File: config.mk
export PLATFORM = sky130hd
export DESIGN_NAME = timer_irq_ctrl_flat
export DESIGN_NICKNAME = d
export VERILOG_FILES = /design/src/rtl/timer_pkg.sv /design/src/rtl/timer_irq_ctrl_if.sv /design/src/rtl/timer_channel.sv /design/src/rtl/timer_irq_ctrl.sv /design/src/flat_wrapper.sv
export SDC_FILE = /design/constraint.sdc
export NUM_CORES = 1
export LEC_CHECK = 0
export CORE_ASPECT_RATIO = 0.8
export CORE_MARGIN = 5
export CORE_UTILIZATION = 64
export DETAILED_ROUTE_END_ITERATION = 6
export PLACE_DENSITY = 0.88
export SETUP_SLACK_MARGIN = 0.2
export SYNTH_ARGS = -nofsm -noshare
export SYNTH_HDL_FRONTEND = slang
export SYNTH_HIERARCHICAL = 1
export SYNTH_SLANG_ARGS = --single-unit
File: constraint.sdc
create_clock -name clk -period 4.4 [get_ports clk]
set_input_delay 0.88 -clock clk [delete_from_list [all_inputs] [get_ports clk]]
set_output_delay 0.88 -clock clk [all_outputs]
set_load 0.02 [all_outputs]
File: src/rtl/timer_pkg.sv
// Shared definitions for the multi-channel timer interrupt controller:
// config address map, CTRL field layout and a select-width helper.
package timer_pkg;

  localparam logic [1:0] TMR_CMP   = 2'b00;
  localparam logic [1:0] TMR_CTRL  = 2'b01;
  localparam logic [1:0] TMR_PRESC = 2'b10;

  localparam int unsigned CTRL_EN_BIT      = 0;
  localparam int unsigned CTRL_ONESHOT_BIT = 1;

  typedef struct packed {
    logic oneshot;
    logic en;
  } tmr_ctrl_t;

  // A single channel still needs a 1-bit select field.
  function automatic int unsigned sel_width(input int unsigned num_ch);
    return (num_ch > 1) ? $clog2(num_ch) : 1;
  endfunction

endpackage

File: src/rtl/timer_irq_ctrl_if.sv
// Config-write and interrupt bundle between the CSR/trap side (master) and
// the timer controller (slave).
interface timer_irq_ctrl_if
  import timer_pkg::*;
#(
  parameter int unsigned CNT_W  = 32,
  parameter int unsigned NUM_CH = 2,
  parameter int unsigned SEL_W  = sel_width(NUM_CH)
);

  logic              cfg_we;
  logic [SEL_W-1:0]  cfg_sel;
  logic [1:0]        cfg_addr;
  logic [CNT_W-1:0]  cfg_wdata;
  logic [NUM_CH-1:0] irq_ack;
  logic [NUM_CH-1:0] irq_pulse;
  logic [NUM_CH-1:0] irq_pending;
  logic              timer_irq;

  modport master (
    output cfg_we, cfg_sel, cfg_addr, cfg_wdata, irq_ack,
    input  irq_pulse, irq_pending, timer_irq
  );

  modport slave (
    input  cfg_we, cfg_sel, cfg_addr, cfg_wdata, irq_ack,
    output irq_pulse, irq_pending, timer_irq
  );

endinterface

File: src/rtl/timer_channel.sv
// One timer channel: compare counter advanced by the shared tick, with a
// registered fire pulse and a sticky pending flag.
module timer_channel
  import timer_pkg::*;
#(
  parameter int unsigned      CNT_W   = 32,
  parameter logic [CNT_W-1:0] CMP_RST = 'd7
) (
  input  logic             clk,
  input  logic             rst,
  input  logic             tick_i,
  input  logic             cmp_we_i,
  input  logic             ctrl_we_i,
  input  logic [CNT_W-1:0] cmp_wdata_i,
  input  tmr_ctrl_t        ctrl_wdata_i,
  input  logic             ack_i,
  output logic             pulse_o,
  output logic             pending_o
);

  logic [CNT_W-1:0] cnt_q, cnt_d;
  logic [CNT_W-1:0] cmp_q, cmp_d;
  tmr_ctrl_t        ctrl_q, ctrl_d;
  logic             pulse_q, pulse_d;
  logic             pending_q, pending_d;
  logic             load;
  logic             match;
  logic             fire;

  always_comb begin
    load  = cmp_we_i | ctrl_we_i;
    match = (cnt_q == cmp_q);
    // A config write restarts the channel and swallows a coincident fire.
    fire  = ctrl_q.en & tick_i & match & ~load;

    cnt_d  = cnt_q;
    cmp_d  = cmp_q;
    ctrl_d = ctrl_q;
    if (ctrl_q.en && tick_i) begin
      cnt_d = match ? '0 : cnt_q + 1'b1;
    end
    if (fire && ctrl_q.oneshot) begin
      ctrl_d.en = 1'b0;
    end
    if (cmp_we_i) begin
      cmp_d = cmp_wdata_i;
    end
    if (ctrl_we_i) begin
      ctrl_d = ctrl_wdata_i;
    end
    if (load) begin
      cnt_d = '0;
    end

    pulse_d   = fire;
    pending_d = fire | (pending_q & ~ack_i);
  end

  always_ff @(posedge clk) begin
    if (rst) begin
      cnt_q     <= '0;
      cmp_q     <= CMP_RST;
      ctrl_q    <= '{oneshot: 1'b0, en: 1'b1};
      pulse_q   <= 1'b0;
      pending_q <= 1'b0;
    end else begin
      cnt_q     <= cnt_d;
      cmp_q     <= cmp_d;
      ctrl_q    <= ctrl_d;
      pulse_q   <= pulse_d;
      pending_q <= pending_d;
    end
  end

  assign pulse_o   = pulse_q;
  assign pending_o = pending_q;

endmodule

File: src/rtl/timer_irq_ctrl.sv
// Multi-channel periodic/one-shot timer interrupt controller: shared
// prescaler, config decode and the combined machine timer interrupt.
module timer_irq_ctrl
  import timer_pkg::*;
#(
  parameter int unsigned      CNT_W   = 32,
  parameter int unsigned      PRESC_W = 8,
  parameter int unsigned      NUM_CH  = 2,
  parameter logic [CNT_W-1:0] CMP_RST = 'd7
) (
  input  logic             clk,
  input  logic             rst,
  timer_irq_ctrl_if.slave  bus
);

  localparam int unsigned SEL_W = sel_width(NUM_CH);

  logic [PRESC_W-1:0] presc_q, presc_d;
  logic [PRESC_W-1:0] pcnt_q, pcnt_d;
  logic               tick;
  logic               sel_ok;
  logic               presc_we;
  tmr_ctrl_t          ctrl_wdata;
  logic [NUM_CH-1:0]  cmp_we;
  logic [NUM_CH-1:0]  ctrl_we;
  logic [NUM_CH-1:0]  pulse;
  logic [NUM_CH-1:0]  pending;

  always_comb begin
    sel_ok     = ({1'b0, bus.cfg_sel} < (SEL_W + 1)'(NUM_CH));
    presc_we   = bus.cfg_we & (bus.cfg_addr == TMR_PRESC);
    ctrl_wdata = '{oneshot: bus.cfg_wdata[CTRL_ONESHOT_BIT], en: bus.cfg_wdata[CTRL_EN_BIT]};

    tick    = (pcnt_q == presc_q);
    presc_d = presc_q;
    pcnt_d  = tick ? '0 : pcnt_q + 1'b1;
    if (presc_we) begin
      presc_d = bus.cfg_wdata[PRESC_W-1:0];
      pcnt_d  = '0;
    end
  end

  always_ff @(posedge clk) begin
    if (rst) begin
      presc_q <= '0;
      pcnt_q  <= '0;
    end else begin
      presc_q <= presc_d;
      pcnt_q  <= pcnt_d;
    end
  end

  for (genvar i = 0; i < NUM_CH; i++) begin : g_ch
    assign cmp_we[i]  = bus.cfg_we & sel_ok & (bus.cfg_sel == SEL_W'(i)) &
                        (bus.cfg_addr == TMR_CMP);
    assign ctrl_we[i] = bus.cfg_we & sel_ok & (bus.cfg_sel == SEL_W'(i)) &
                        (bus.cfg_addr == TMR_CTRL);

    timer_channel #(
      .CNT_W   (CNT_W),
      .CMP_RST (CMP_RST)
    ) u_channel (
      .clk          (clk),
      .rst          (rst),
      .tick_i       (tick),
      .cmp_we_i     (cmp_we[i]),
      .ctrl_we_i    (ctrl_we[i]),
      .cmp_wdata_i  (bus.cfg_wdata),
      .ctrl_wdata_i (ctrl_wdata),
      .ack_i        (bus.irq_ack[i]),
      .pulse_o      (pulse[i]),
      .pending_o    (pending[i])
    );
  end

  assign bus.irq_pulse   = pulse;
  assign bus.irq_pending = pending;
  assign bus.timer_irq   = |pending;

endmodule

File: src/flat_wrapper.sv
// flat-port wrapper written by rule: the top's interface ports become plain ports
module timer_irq_ctrl_flat import timer_pkg::*;
#(
  parameter int unsigned      CNT_W   = 32,
  parameter int unsigned      PRESC_W = 8,
  parameter int unsigned      NUM_CH  = 2,
  parameter logic [CNT_W-1:0] CMP_RST = 'd7
)
  (clk, rst, bus_cfg_we, bus_cfg_sel, bus_cfg_addr, bus_cfg_wdata, bus_irq_ack, bus_irq_pulse, bus_irq_pending, bus_timer_irq);
  timer_irq_ctrl_if #(.CNT_W(CNT_W), .NUM_CH(NUM_CH)) bus_i ();
  input  logic clk;
  input  logic rst;
  input wire logic [$bits(bus_i.cfg_we)-1:0] bus_cfg_we;
  input wire logic [$bits(bus_i.cfg_sel)-1:0] bus_cfg_sel;
  input wire logic [$bits(bus_i.cfg_addr)-1:0] bus_cfg_addr;
  input wire logic [$bits(bus_i.cfg_wdata)-1:0] bus_cfg_wdata;
  input wire logic [$bits(bus_i.irq_ack)-1:0] bus_irq_ack;
  output wire logic [$bits(bus_i.irq_pulse)-1:0] bus_irq_pulse;
  output wire logic [$bits(bus_i.irq_pending)-1:0] bus_irq_pending;
  output wire logic [$bits(bus_i.timer_irq)-1:0] bus_timer_irq;
  assign bus_i.cfg_we = bus_cfg_we;
  assign bus_i.cfg_sel = bus_cfg_sel;
  assign bus_i.cfg_addr = bus_cfg_addr;
  assign bus_i.cfg_wdata = bus_cfg_wdata;
  assign bus_i.irq_ack = bus_irq_ack;
  assign bus_irq_pulse = bus_i.irq_pulse;
  assign bus_irq_pending = bus_i.irq_pending;
  assign bus_timer_irq = bus_i.timer_irq;
  timer_irq_ctrl #(.CNT_W(CNT_W), .PRESC_W(PRESC_W), .NUM_CH(NUM_CH), .CMP_RST(CMP_RST)) u_core (.clk(clk), .rst(rst), .bus(bus_i));
endmodule
Word level (Yosys, flattened, before mapping)
Cells that the tools add are included.
{"block": "word_totals", "rom_bits": 0, "in_bits": 40, "out_inout_bits": 5, "memories": 0, "ramBits": 0, "latchBits": 0, "register_bits": 152, "word_cells": 63}
{"block": "op_classes", "n_mux": 6, "div": 0, "magnitude_cmp": 0, "n_eq_ne": 5, "n_bitwise": 24, "mul": 0, "n_reduce_logical": 11, "n_addsub": 3, "shifts": 0}
{"operator": "$add 32x1->32 const B", "n": 2}
{"operator": "$eq 32x32->1", "n": 2}
{"operator": "$mux 32", "n": 2}
{"operator": "$and 1x1->1", "n": 15}
{"operator": "$add 8x1->8 const B", "n": 1}
{"operator": "$eq 8x8->1", "n": 1}
{"operator": "$reduce_or 2->1", "n": 3}
{"operator": "$not 1->1", "n": 5}
{"operator": "$logic_and 1x1->1", "n": 4}
{"operator": "$mux 1", "n": 4}
{"operator": "$or 1x1->1", "n": 4}
{"operator": "$reduce_bool 2->1", "n": 2}
{"operator": "$reduce_or 3->1", "n": 1}
{"operator": "$eq 2x1->1 const B", "n": 1}
{"operator": "$eq 2x2->1 const B", "n": 1}
{"operator": "$logic_not 2->1", "n": 1}

Depth between registers and ports, before layout
{"block": "depth", "ltp_word": 9, "depth_mapped": 9, "mapped_depth_nobuf": 8}

Hierarchy
The synthesis kept the hierarchy.
{"mod": "timer_channel", "cells_each": 336, "instances": 2, "seq_area_each_um2": 1361.3, "area_per_inst_um2": 3120.5}
{"mod": "timer_irq_ctrl", "cells_each": 80, "instances": 1, "seq_area_each_um2": 320.3, "area_per_inst_um2": 744.5}

Least setup slack after synthesis
OpenSTA, ideal clock, no wires.
{"block": "synth_timing", "path_type": "register -> register", "start": "register u_core.pcnt_q[0]", "end": "register u_core.g_ch[0].u_channel.cnt_q[26]", "setup_ns": 0.080, "stages_incl_launch_ff": 9, "required_time_ns": 4.320, "path_buffers": 1, "setup_slack_ns": 1.945, "arrival_ns": 2.376, "synth_period_minus_slack_ns": 2.455, "path_cell_list": "dfxtp_1 -> xnor2_1 -> nand4_1 -> nor3_1 -> and4_1 -> clkbuf_1 -> nand3_2 -> or3_1 -> a211oi_2"}
{"block": "synth_via", "elab_chain_cells": 2}
{"item": "start, declared", "line": "timer_irq_ctrl.sv:19", "text": "logic [PRESC_W-1:0] pcnt_q, pcnt_d;"}
{"item": "start signal, assigned", "line": "timer_irq_ctrl.sv:49", "text": "pcnt_q <= pcnt_d;"}
{"item": "$eq 8x8->1", "line": "timer_irq_ctrl.sv:34", "text": "tick = (pcnt_q == presc_q);"}
{"item": "via u_core.tick", "line": "timer_irq_ctrl.sv:20", "text": "logic tick;"}
{"item": "$logic_and 1x1->1", "line": "timer_channel.sv:39", "text": "if (ctrl_q.en && tick_i) begin"}
{"item": "end signal, assigned", "line": "timer_channel.sv:67", "text": "cnt_q <= cnt_d;"}
{"item": "end, declared", "line": "timer_channel.sv:21", "text": "logic [CNT_W-1:0] cnt_q, cnt_d;"}
The timed path passes the listed nets, and every way through them passes these cells.
A chain may end at the register's enable or synchronous reset.

Final worst setup path
{"block": "layout_timing", "start": "register u_core.pcnt_q[0]", "end": "register u_core.g_ch[1].u_channel.cnt_q[8]"}
{"block": "layout_via", "elab_chain_cells": 2}
{"item": "$eq 8x8->1", "line": "timer_irq_ctrl.sv:34"}
{"item": "via u_core.tick", "line": "timer_irq_ctrl.sv:20"}
{"item": "$logic_and 1x1->1", "line": "timer_channel.sv:39"}
{"item": "end signal, assigned", "line": "timer_channel.sv:67"}
{"item": "end, declared", "line": "timer_channel.sv:21"}
The timed path passes the listed nets, and every way through them passes these cells.

==> results.py <==
metrics = {
    "status": {
        "status": "complete, no violations",
    },
    "timing": {
        "timing.max_slew.rel_slack_pct": 33.52,
        "finalSetupViolCount": 0,
        "worst-slew-pin-transition_ps": 997.2,
        "period_needed_ps": 3354,
        "worst_clock_skew_ps": 7.977,
        "setup_slack_ps": 1046,
        "hold_viol_final": 0,
        "timing_max_transition_violations_final": 0,
        "finalCritPeriodShare_pct": 76.23,
        "grt_setup_unrepaired": "no",
        "totalNegativeSetupSlack_ps": 0,
        "maxClockFrequency_ghz": 0.2982,
    },
    "route": {
        "firstDrtPassIters": 5,
        "avgViaCountPerCell": 6.115,
        "drt_first_iter_violations": 466,
        "routed-via-count": 5736,
        "drt_wl_total_mm": 17.60,
        "routed_wire_length_per_instance_microns": 18.77,
        "antenna_left": 0,
        "drt_drc_violations_left": 0,
    },
    "cts": {
        "path_clk_slew_ps": 60,
        "clock_tree.root_cell": "sky130_fd_sc_hd__clkbuf_16",
        "number_of_gates_given_a_new_drive_strength_after_cts": 0,
        "hold_buffers": 0,
        "numClockSinks": 152,
        "tritoncts.num_buffers": 17,
        "clk-insertion-delay-late_ps": 420,
        "clock_tree_from_tritoncts": "built",
        "cts-root-to-sink-buffers": 2,
        "postCtsSetupRepairBufs": 0,
        "cts_max_level": 4,
    },
    "yosys": {
        "netlist_instances": 752,
        "postSynthRegisterBits": 152,
        "synthesis.area_sq_um": 6985,
        "synthDominantAreaCellType": "sky130_fd_sc_hd__dfxtp_1",
        "synth_commonest_cells": "sky130_fd_sc_hd__dfxtp_1, sky130_fd_sc_hd__xor2_1, sky130_fd_sc_hd__nor2_1",
        "yosysMostFrequentCell": "sky130_fd_sc_hd__dfxtp_1",
        "yosysUniqueCellTypes": 36,
        "synth_edf_count": 0,
        "synth_area_per_cell_sq_um": 9.289,
        "synth-seq-area-share_pct": 43.56,
        "yosysTopAreaCellShare_pct": 43.56,
        "most_area_consuming_cells_after_synthesis": "sky130_fd_sc_hd__dfxtp_1, sky130_fd_sc_hd__xor2_1, sky130_fd_sc_hd__mux2i_1",
        "synth_fp_nets": 795,
        "synthesis.yosys.warnings": 6,
        "synth_ff_type": "sky130_fd_sc_hd__dfxtp_1",
        "postSynth.asyncResetShare_pct": 0,
    },
    "power_and_ir_drop": {
        "power-per-cell-area_nw_per_um2": 392.7,
        "leakage_nw": 3.159,
        "ir_drop_worst_case_vdd_v": 0.0004244,
    },
    "floorplan": {
        "initial_utilization_pct": 64.90,
        "total_die_area_sq_um": 13120,
        "core_sq_um": 10760,
        "die_span_in_x_microns": 126.8,
        "floorplan.die.height_microns": 103.4,
        "io_pins": 45,
        "fp-row-count": 34,
    },
    "placement": {
        "placement.io_buffers": 44,
        "place_hpwl_mm": 11.62,
        "post_place_worst_slack_ps": 1219,
        "gp_congestion": 0.8917,
    },
    "worst_setup_path": {
        "critical_path.reg2reg.startpoint": "u_core/pcnt_q[0]",
        "worstSetupStartpointType": "register",
        "worstPathMaxFanout": 24,
        "crit_path_end_kind": "register",
        "worst-r2r-cell-count": 9,
        "endpoint_required_time_on_the_critical_path_ps": 4650,
        "critical_path.reg2reg.endpoint": "u_core/g_ch[1].u_channel/cnt_q[8]",
        "arrival_ps": 3610,
        "setup.reg_to_reg.worst_slack_ps": 1050,
        "timing_worst_setup_path_type": "reg -> reg",
    },
    "global_route": {
        "grt_residual_overflow": 0,
        "via_count_of_the_first_global_routing_pass": 5764,
        "grt_start_max_net_pins": 83,
        "antenna_found_initial": 0,
        "grt_first_pass_wirelength_mm": 28.53,
        "groute.usage.overall_pct": 27.59,
    },
    "final_layout": {
        "final_core_utilization_pct": 75.84,
        "regArea_sq_um": 3043,
        "layout.nets": 827,
        "multiInputGateArea_sq_um": 3774,
        "total_inserted_antenna_cells": 0,
        "area_growth_pct": 16.85,
        "fill_cells": 688,
        "post_route_cells_drive_above_1_share_pct": 6.801,
    },
    "min_path": {
        "holdCritStartpoint": "u_core/g_ch[1].u_channel/ctrl_q[1]",
        "worstHoldPathCells": 1,
        "min_to": "u_core/g_ch[1].u_channel/ctrl_q[0]",
        "type_of_the_most_critical_hold_path": "reg -> reg",
    },
    "run": {
        "max_capacitance_violation_count": 0,
    },
}
final cells by class:
cell class | count | area share, %
tap | 144 | 2.207
timing repair buffer | 53 | 6.162
sequential | 152 | 37.28
multi-input combinational | 550 | 46.23
inverter | 10 | 0.4598
clock buffer | 21 | 5.886
clock inverter | 8 | 1.778
metal layers:
metal	track usage, %	vias up	share of wire (%)
li1	-	2681	-
met1	34.00	2765	42
met2	47.97	268	49
met3	6.776	22	7.8
met4	9.481	0	1.2
met5	0	-	0
kinds of logic after synthesis:
family,count (synthesis),synth area share [%]
adders and majority gates,3,0.5374
AOI/OAI and AO/OA,25,2.991
buffers and inverters,50,2.776
and+or+nand+nor,318,23.30
DFF,152,43.56
xor gates and xnor gates,134,16.80
muxes,70,10.03
critical path: stages (launching register included):
cell	delay [ps]
sky130_fd_sc_hd__dfxtp_1	430
sky130_fd_sc_hd__xnor2_1	170
sky130_fd_sc_hd__nand4_1	210
sky130_fd_sc_hd__nor3_1	730
sky130_fd_sc_hd__nand2_1	270
sky130_fd_sc_hd__nor2_1	160
sky130_fd_sc_hd__nand4_1	210
sky130_fd_sc_hd__nor3_4	520
sky130_fd_sc_hd__buf_4	380
sky130_fd_sc_hd__nor3_1	100
report_power, final:
group          switching, mW  internal, mW  total [mW]  leakage, nW
logic                  0.133         0.101       0.234         1.63
registers             0.0311          1.41        1.44         1.23
clock network          0.537         0.998        1.53        0.303
total                  0.701          2.51        3.21         3.16
layout by cell type (no fill, tap or decap), drive strengths merged, types with 3 or more instances in the layout:
master | synthesis | layout
a211o | 6 | 6
nand2 | 28 | 28
o21ai | 6 | 6
xnor2 | 29 | 29
inv | 10 | 10
nand3 | 31 | 31
buf | 8 | 10
and3 | 9 | 9
clkdlybuf4s50 | 0 | 43
clkbuf | 32 | 21
dfxtp | 152 | 152
mux2i | 70 | 70
nor2b | 9 | 9
or3 | 8 | 8
a211oi | 8 | 8
bufinv | 0 | 4
xor2 | 105 | 105
nor2 | 94 | 94
nor3 | 71 | 71
nor4 | 26 | 26
ha | 3 | 3
nand4 | 35 | 35
sequential cells by signal, summed over array words and instances, names as in the netlist:
signal and count:
u_core/g_ch.u_channel/cnt_q 64, u_core/presc_q 8, u_core/g_ch.u_channel/pending_o 2, u_core/g_ch.u_channel/pulse_o 2, u_core/g_ch.u_channel/cmp_q 64, u_core/pcnt_q 8, u_core/g_ch.u_channel/ctrl_q 4
through the flow:
stage / area [sq um] / hold slack [ps] / cells / power [mW]
floorplan: 6985 / 420.8 / 752 / 1.601
global placement: 7537 / 429.3 / 909 / 1.681
detailed placement: 7537 / 445.4 / 909 / 1.689
CTS: 8163 / 448.1 / 938 / 3.215
global route: 8163 / 483.5 / 938 / 3.300
finish: 8163 / 448.7 / 938 / 3.206
worst max path at each step:
stage	from	to	cells past startpoint
after floorplan	u_core/pcnt_q[0]	u_core/g_ch[0].u_channel/cnt_q[26]	8
after global placement	bus_cfg_we	u_core/g_ch[1].u_channel/cnt_q[19]	6
after detailed placement	u_core/pcnt_q[0]	u_core/g_ch[1].u_channel/cnt_q[8]	9
after CTS	u_core/pcnt_q[0]	u_core/g_ch[1].u_channel/cnt_q[8]	9
after global routing	u_core/pcnt_q[0]	u_core/g_ch[1].u_channel/cnt_q[27]	9
final	u_core/pcnt_q[0]	u_core/g_ch[1].u_channel/cnt_q[8]	9
Note: power is estimated with default switching activity, not from simulation.
==> patch 1 (same flow settings) <==
Put a register stage on the output `bus.timer_irq`. The value now appears one clock later.
--- a/src/rtl/timer_irq_ctrl.sv
+++ b/src/rtl/timer_irq_ctrl.sv
@@ -76,5 +76,7 @@
   assign bus.irq_pulse   = pulse;
   assign bus.irq_pending = pending;
-  assign bus.timer_irq   = |pending;
+  always_ff @(posedge clk) begin
+    bus.timer_irq <= |pending;
+  end
 
 endmodule
Behaviour: not the same (Yosys sat finds a counterexample within 4 cycles, from zero or initial values and one cycle with rst high).
==> patch 1 against the unedited design <==
Total power increased by 3.2%; synthesized area increased by 0.29%; critical path depth is the same; routed wire length is 0.35% higher; clock power is 6% higher; setup slack improved by 0.091 ns; sequential cell count is 1 higher; cell area grew 0.78%; critical path type unchanged.
==> patch 1: results (changes against the unedited design) <==
* Wire length on met1 at 7460 um (+2.0%)
* Final GP Congestion at 0.901 (+1.1%)
* GR Util All Layers at 27.3% (-0.26 points)
* Post-DP HPWL at 11900 um (+2.6%)
* Result of the run: finished, final reports clean
* Final wirelength at 17700 um (+0.35%)
* Synthesized Nets at 796 (+0.13%)
* Biggest cell delay along the critical path at 0.82 ns (+0.09 ns)
* Via Count at 5771 (+0.61%)
* Endpoint arrival time on the critical path at 3.56 ns (-0.05 ns)
* Filler cell count at 715 (+3.9%)
* Pin count of the biggest net entering global routing at 74 (-11%)
* Critical-path cell with the highest stage delay: nor3_1
* Met2 wire len at 8320 um (-4.4%)
* Top cells by area in the synthesized netlist: dfxtp_1, xor2_1, mux2i_1
* Flop2flop setup slack at 1.14 ns (+0.09 ns)
* Startpoint of the most critical register-to-register path: u_core/pcnt_q[2]
* Setup clock skew after layout at 0.0102 ns (+0.00224 ns)
* Vias in the first global route at 5775 (+0.19%)
* Placed instance area at 7560 sq um (+0.37%)
* Fraction of final layout cells sized beyond drive strength 1 at 7.01% (+0.21 points)
* Peak supply drop at 0.292 mV (-31%)
* Sequential-to-total area share from yosys stat at 43.7% (+0.16 points)
* Detail Route met3 WL at 1370 um (about the same)
* Highest fanout seen on the critical path at 34 (+42%)
* Slew headroom at 32.1% (-1.4 points)
* Most frequent cells after synthesis: dfxtp_1, xor2_1, nor2_1
* Wire length of the first global-routing pass at 29100 um (+1.9%)
[patch 1: cell count changes after synthesis]
cell	delta
dfxtp_1	+1
[patch 1: cell families after synthesis]
logic type | after synthesis | share of synthesized area [%]
flops | 153 | 43.7
compound gates | 25 | 2.98
mux | 70 | 10.0
buf+inv | 50 | 2.77
simple gates | 318 | 23.2
xor+xnor | 134 | 16.8
fa+ha+maj | 3 | 0.536
[patch 1: routing by layer]
layer | track usage (%) | vias up
li1 | - | 2691
met1 | 35.2 | 2773
met3 | 7.15 | 47
met2 | 43.9 | 260
met5 | 0 | -
met4 | 10.6 | 0
[patch 1: final cells by class]
type	count	area [sq um]	share of cell area, %
timing repair buffer	54	510	6.21
inverter	10	37.5	0.456
clock inverter	10	188	2.28
clock buffer	22	474	5.76
tap	144	180	2.19
multi-input combinational	550	3770	45.9
sequential	153	3060	37.2
[patch 1: worst max path at each step]
stage	cells after the start	slack, ns	from	end
floorplan	8	1.94	u_core/pcnt_q[0]	u_core/g_ch[0].u_channel/cnt_q[26]
global placement	9	1.45	u_core/pcnt_q[0]	u_core/g_ch[0].u_channel/ctrl_q[0]
detailed placement	9	1.37	u_core/pcnt_q[0]	u_core/g_ch[0].u_channel/ctrl_q[0]
CTS	9	1.24	u_core/pcnt_q[2]	u_core/g_ch[0].u_channel/ctrl_q[0]
global route	9	0.96	u_core/pcnt_q[2]	u_core/g_ch[0].u_channel/ctrl_q[0]
finish	9	1.14	u_core/pcnt_q[2]	u_core/g_ch[0].u_channel/ctrl_q[0]
[patch 1: through the flow]
step	hold WS (ns)	cells	setup slack, ns
detailed placement	0.438	911	1.37
CTS	0.442	943	1.24
finish	0.448	943	1.14
global route	0.443	943	0.958
global placement	0.431	911	1.45
floorplan	0.421	753	1.94
[patch 1: power by group]
group          internal (W)  switching, W
combinational      0.000101      0.000138
sequential          0.00142     0.0000312
clock               0.00105      0.000569
[patch 1: worst register-to-register path: cells and delay by family (launching register included)]
family	cells	cell delay, ns
compound gates	1	0.16
simple gates	6	2.01
buf+inv	1	0.38
xor+xnor	1	0.15
flops	1	0.43
==> patch 2 (same flow settings) <==
Without the edit above. `NUM_CH` is set to 2 in 3 places; all go to 1.
--- a/src/rtl/timer_irq_ctrl_if.sv
+++ b/src/rtl/timer_irq_ctrl_if.sv
@@ -5,5 +5,5 @@
 #(
   parameter int unsigned CNT_W  = 32,
-  parameter int unsigned NUM_CH = 2,
+  parameter int unsigned NUM_CH = 1,
   parameter int unsigned SEL_W  = sel_width(NUM_CH)
 );
--- a/src/rtl/timer_irq_ctrl.sv
+++ b/src/rtl/timer_irq_ctrl.sv
@@ -6,5 +6,5 @@
   parameter int unsigned      CNT_W   = 32,
   parameter int unsigned      PRESC_W = 8,
-  parameter int unsigned      NUM_CH  = 2,
+  parameter int unsigned      NUM_CH  = 1,
   parameter logic [CNT_W-1:0] CMP_RST = 'd7
 ) (
--- a/src/flat_wrapper.sv
+++ b/src/flat_wrapper.sv
@@ -4,5 +4,5 @@
   parameter int unsigned      CNT_W   = 32,
   parameter int unsigned      PRESC_W = 8,
-  parameter int unsigned      NUM_CH  = 2,
+  parameter int unsigned      NUM_CH  = 1,
   parameter logic [CNT_W-1:0] CMP_RST = 'd7
 )
Interface: changed (resized bus_irq_ack, bus_irq_pending and bus_irq_pulse); port bits go from 45 to 42. No check against the original RTL was run, so the function may have changed too.
==> patch 2 against the unedited design <==
Synthesized area is 45% lower; cell count is 43% lower; routed wire length is 51% lower; setup slack better by 0.38 ns; cell area is 45% lower; sequential cell count is 68 lower; hold slack better by 0.031 ns; clock power is 66% lower; critical path depth stayed put; first-iteration DRC count is 52% lower; sequential power is 45% lower; total power is 55% lower; largest cell class unchanged.
==> patch 2: results (changes against the unedited design) <==
* Top cells by area in the synthesized netlist: dfxtp_1, xor2_1, mux2i_1
* Vias in the first global route at 2984 (-48%)
* Final-layout clock-cell area share at 4.07% (-3.6 points)
* Clock latency of the later-clocked register in the worst-skew pair at 0.35 ns (-0.07 ns)
* Biggest registers after layout: u_core/g_ch.u_channel/cmp_q x32, u_core/g_ch.u_channel/cnt_q x32
* Data-path buffer share of cell area in the final layout at 10.3% (+4.1 points)
* H-tree levels at 3 (-1)
* Slew headroom at 44.4% (+11 points)
* Highest fanout seen on the critical path at 18 (-25%)
* Most frequent cells after synthesis: dfxtp_1, nor2_1, xor2_1
* Power in sequential cells at 0.000794 W (-45%)
* Synth Warn # at 6 (unchanged)
* Synth Area in Compound Gates at 3.06% (+0.069 points)
* Biggest cell delay along the critical path at 0.63 ns (-0.10 ns)
* Sequential-to-total area share from yosys stat at 43.8% (+0.19 points)
* Mux contribution to synthesized area at 10.2% (+0.13 points)
* CTS Buf Count at 9 (-8)
* Fraction of final layout cells sized beyond drive strength 1 at 6.18% (-0.62 points)
* Tap cell count at 81 (-44%)
* DRT antenna net count at 0 (unchanged)
* Power drawn by the clock network at 0.000522 W (-66%)
* Post-DP HPWL at 6010 um (-48%)
* Setup clock skew after layout at 0.00776 ns (-0.000213 ns)
* First-pass iteration count of the detailed router at 4 (-1)
* Non-clock buffer count at 48 (-9.4%)
* Routed WL per cell at 16.1 um (-14%)
* Synthesized Nets at 452 (-43%)
* Peak supply drop at 0.215 mV (-49%)
* Adder-cell area share of the yosys netlist at 0.651% (+0.11 points)
* Reported net switching power at 0.000349 W (-50%)
* Number of violations reported at the end of detailed-routing iteration 0 at 226 (-52%)
* NumNets Final at 489 (-41%)
* Root Buffer: clkbuf_8
* Placed instance area at 4330 sq um (-43%)
* Wire length of the first global-routing pass at 14400 um (-50%)
* Share of the final layout cell area in sequential cells at 37.3% (about the same)
* Overall power at 0.00146 W (-55%)
* Non-clock inverter instance count of the final layout at 6 (-4)
* Filler cell count at 426 (-38%)
* CTS Sinks at 84 (-45%)
* Multi-input combinational cell count at 299 (-46%)
* Critical-path cell with the highest stage delay: nor3_4
* Number of port buffers at 41 (-6.8%)
* Final GP Congestion at 0.912 (+2.2%)
* Number of buffers added for setup after CTS at 0 (unchanged)
* Final-layout clock buffer total at 11 (-48%)
* Minimum setup slack after placement at 1.48 ns (+0.257 ns)
* Pin count of the biggest net entering global routing at 47 (-43%)
* Clock transition time at the flip-flop clock pins of the worst setup and hold paths at 0.08 ns (+0.02 ns)
* Result of the run: finished, final reports clean
* GR Util All Layers at 23.5% (-4.1 points)
## patch 2: cells by family (layout without fill, tap and decap cells)
kind of cell / after synthesis / count (layout)
mux: 39 / 39
fa+ha+maj: 2 / 2
xor+xnor: 74 / 74
buf+inv: 28 / 70
simple gates: 171 / 171
flops: 84 / 84
compound gates: 13 / 13
## patch 2: metrics by stage
step                      utilization (%)  instances
after floorplan                         -        411
after global placement               73.6        518
after detailed placement             73.6        518
after CTS                            76.8        534
after global routing                 76.8        534
final                                76.8        534
## patch 2: metal layers
| metal | vias up | GRT usage [%] | wire length [um] |
|---|---|---|---|
| met2 | 100 | 37.6 | 3920 |
| li1 | 1499 | - | - |
| met4 | 0 | 9.12 | 112 |
| met5 | - | 0 | 0 |
| met1 | 1447 | 30.3 | 3960 |
| met3 | 12 | 6.32 | 580 |
## patch 2: path summary, 6_finish.rpt
kind | from | to | slack (ns) | cells after the start
min | u_core/g_ch[0].u_channel/ctrl_q[1] | u_core/g_ch[0].u_channel/ctrl_q[0] | 0.48 | 1
min reg2reg | u_core/g_ch[0].u_channel/ctrl_q[1] | u_core/g_ch[0].u_channel/ctrl_q[0] | 0.48 | 1
max | u_core/pcnt_q[4] | u_core/g_ch[0].u_channel/ctrl_q[0] | 1.43 | 9
max reg2reg | u_core/pcnt_q[4] | u_core/g_ch[0].u_channel/ctrl_q[0] | 1.43 | 9
## patch 2: critical path, delay by kind of cell, from the launching register on
family	cells	cell delay, ns
buffers and inverters	1	0.36
flip-flops	1	0.42
XOR/XNOR	1	0.15
AO/OA/AOI/OAI	1	0.11
AND/OR/NAND/NOR	6	1.80
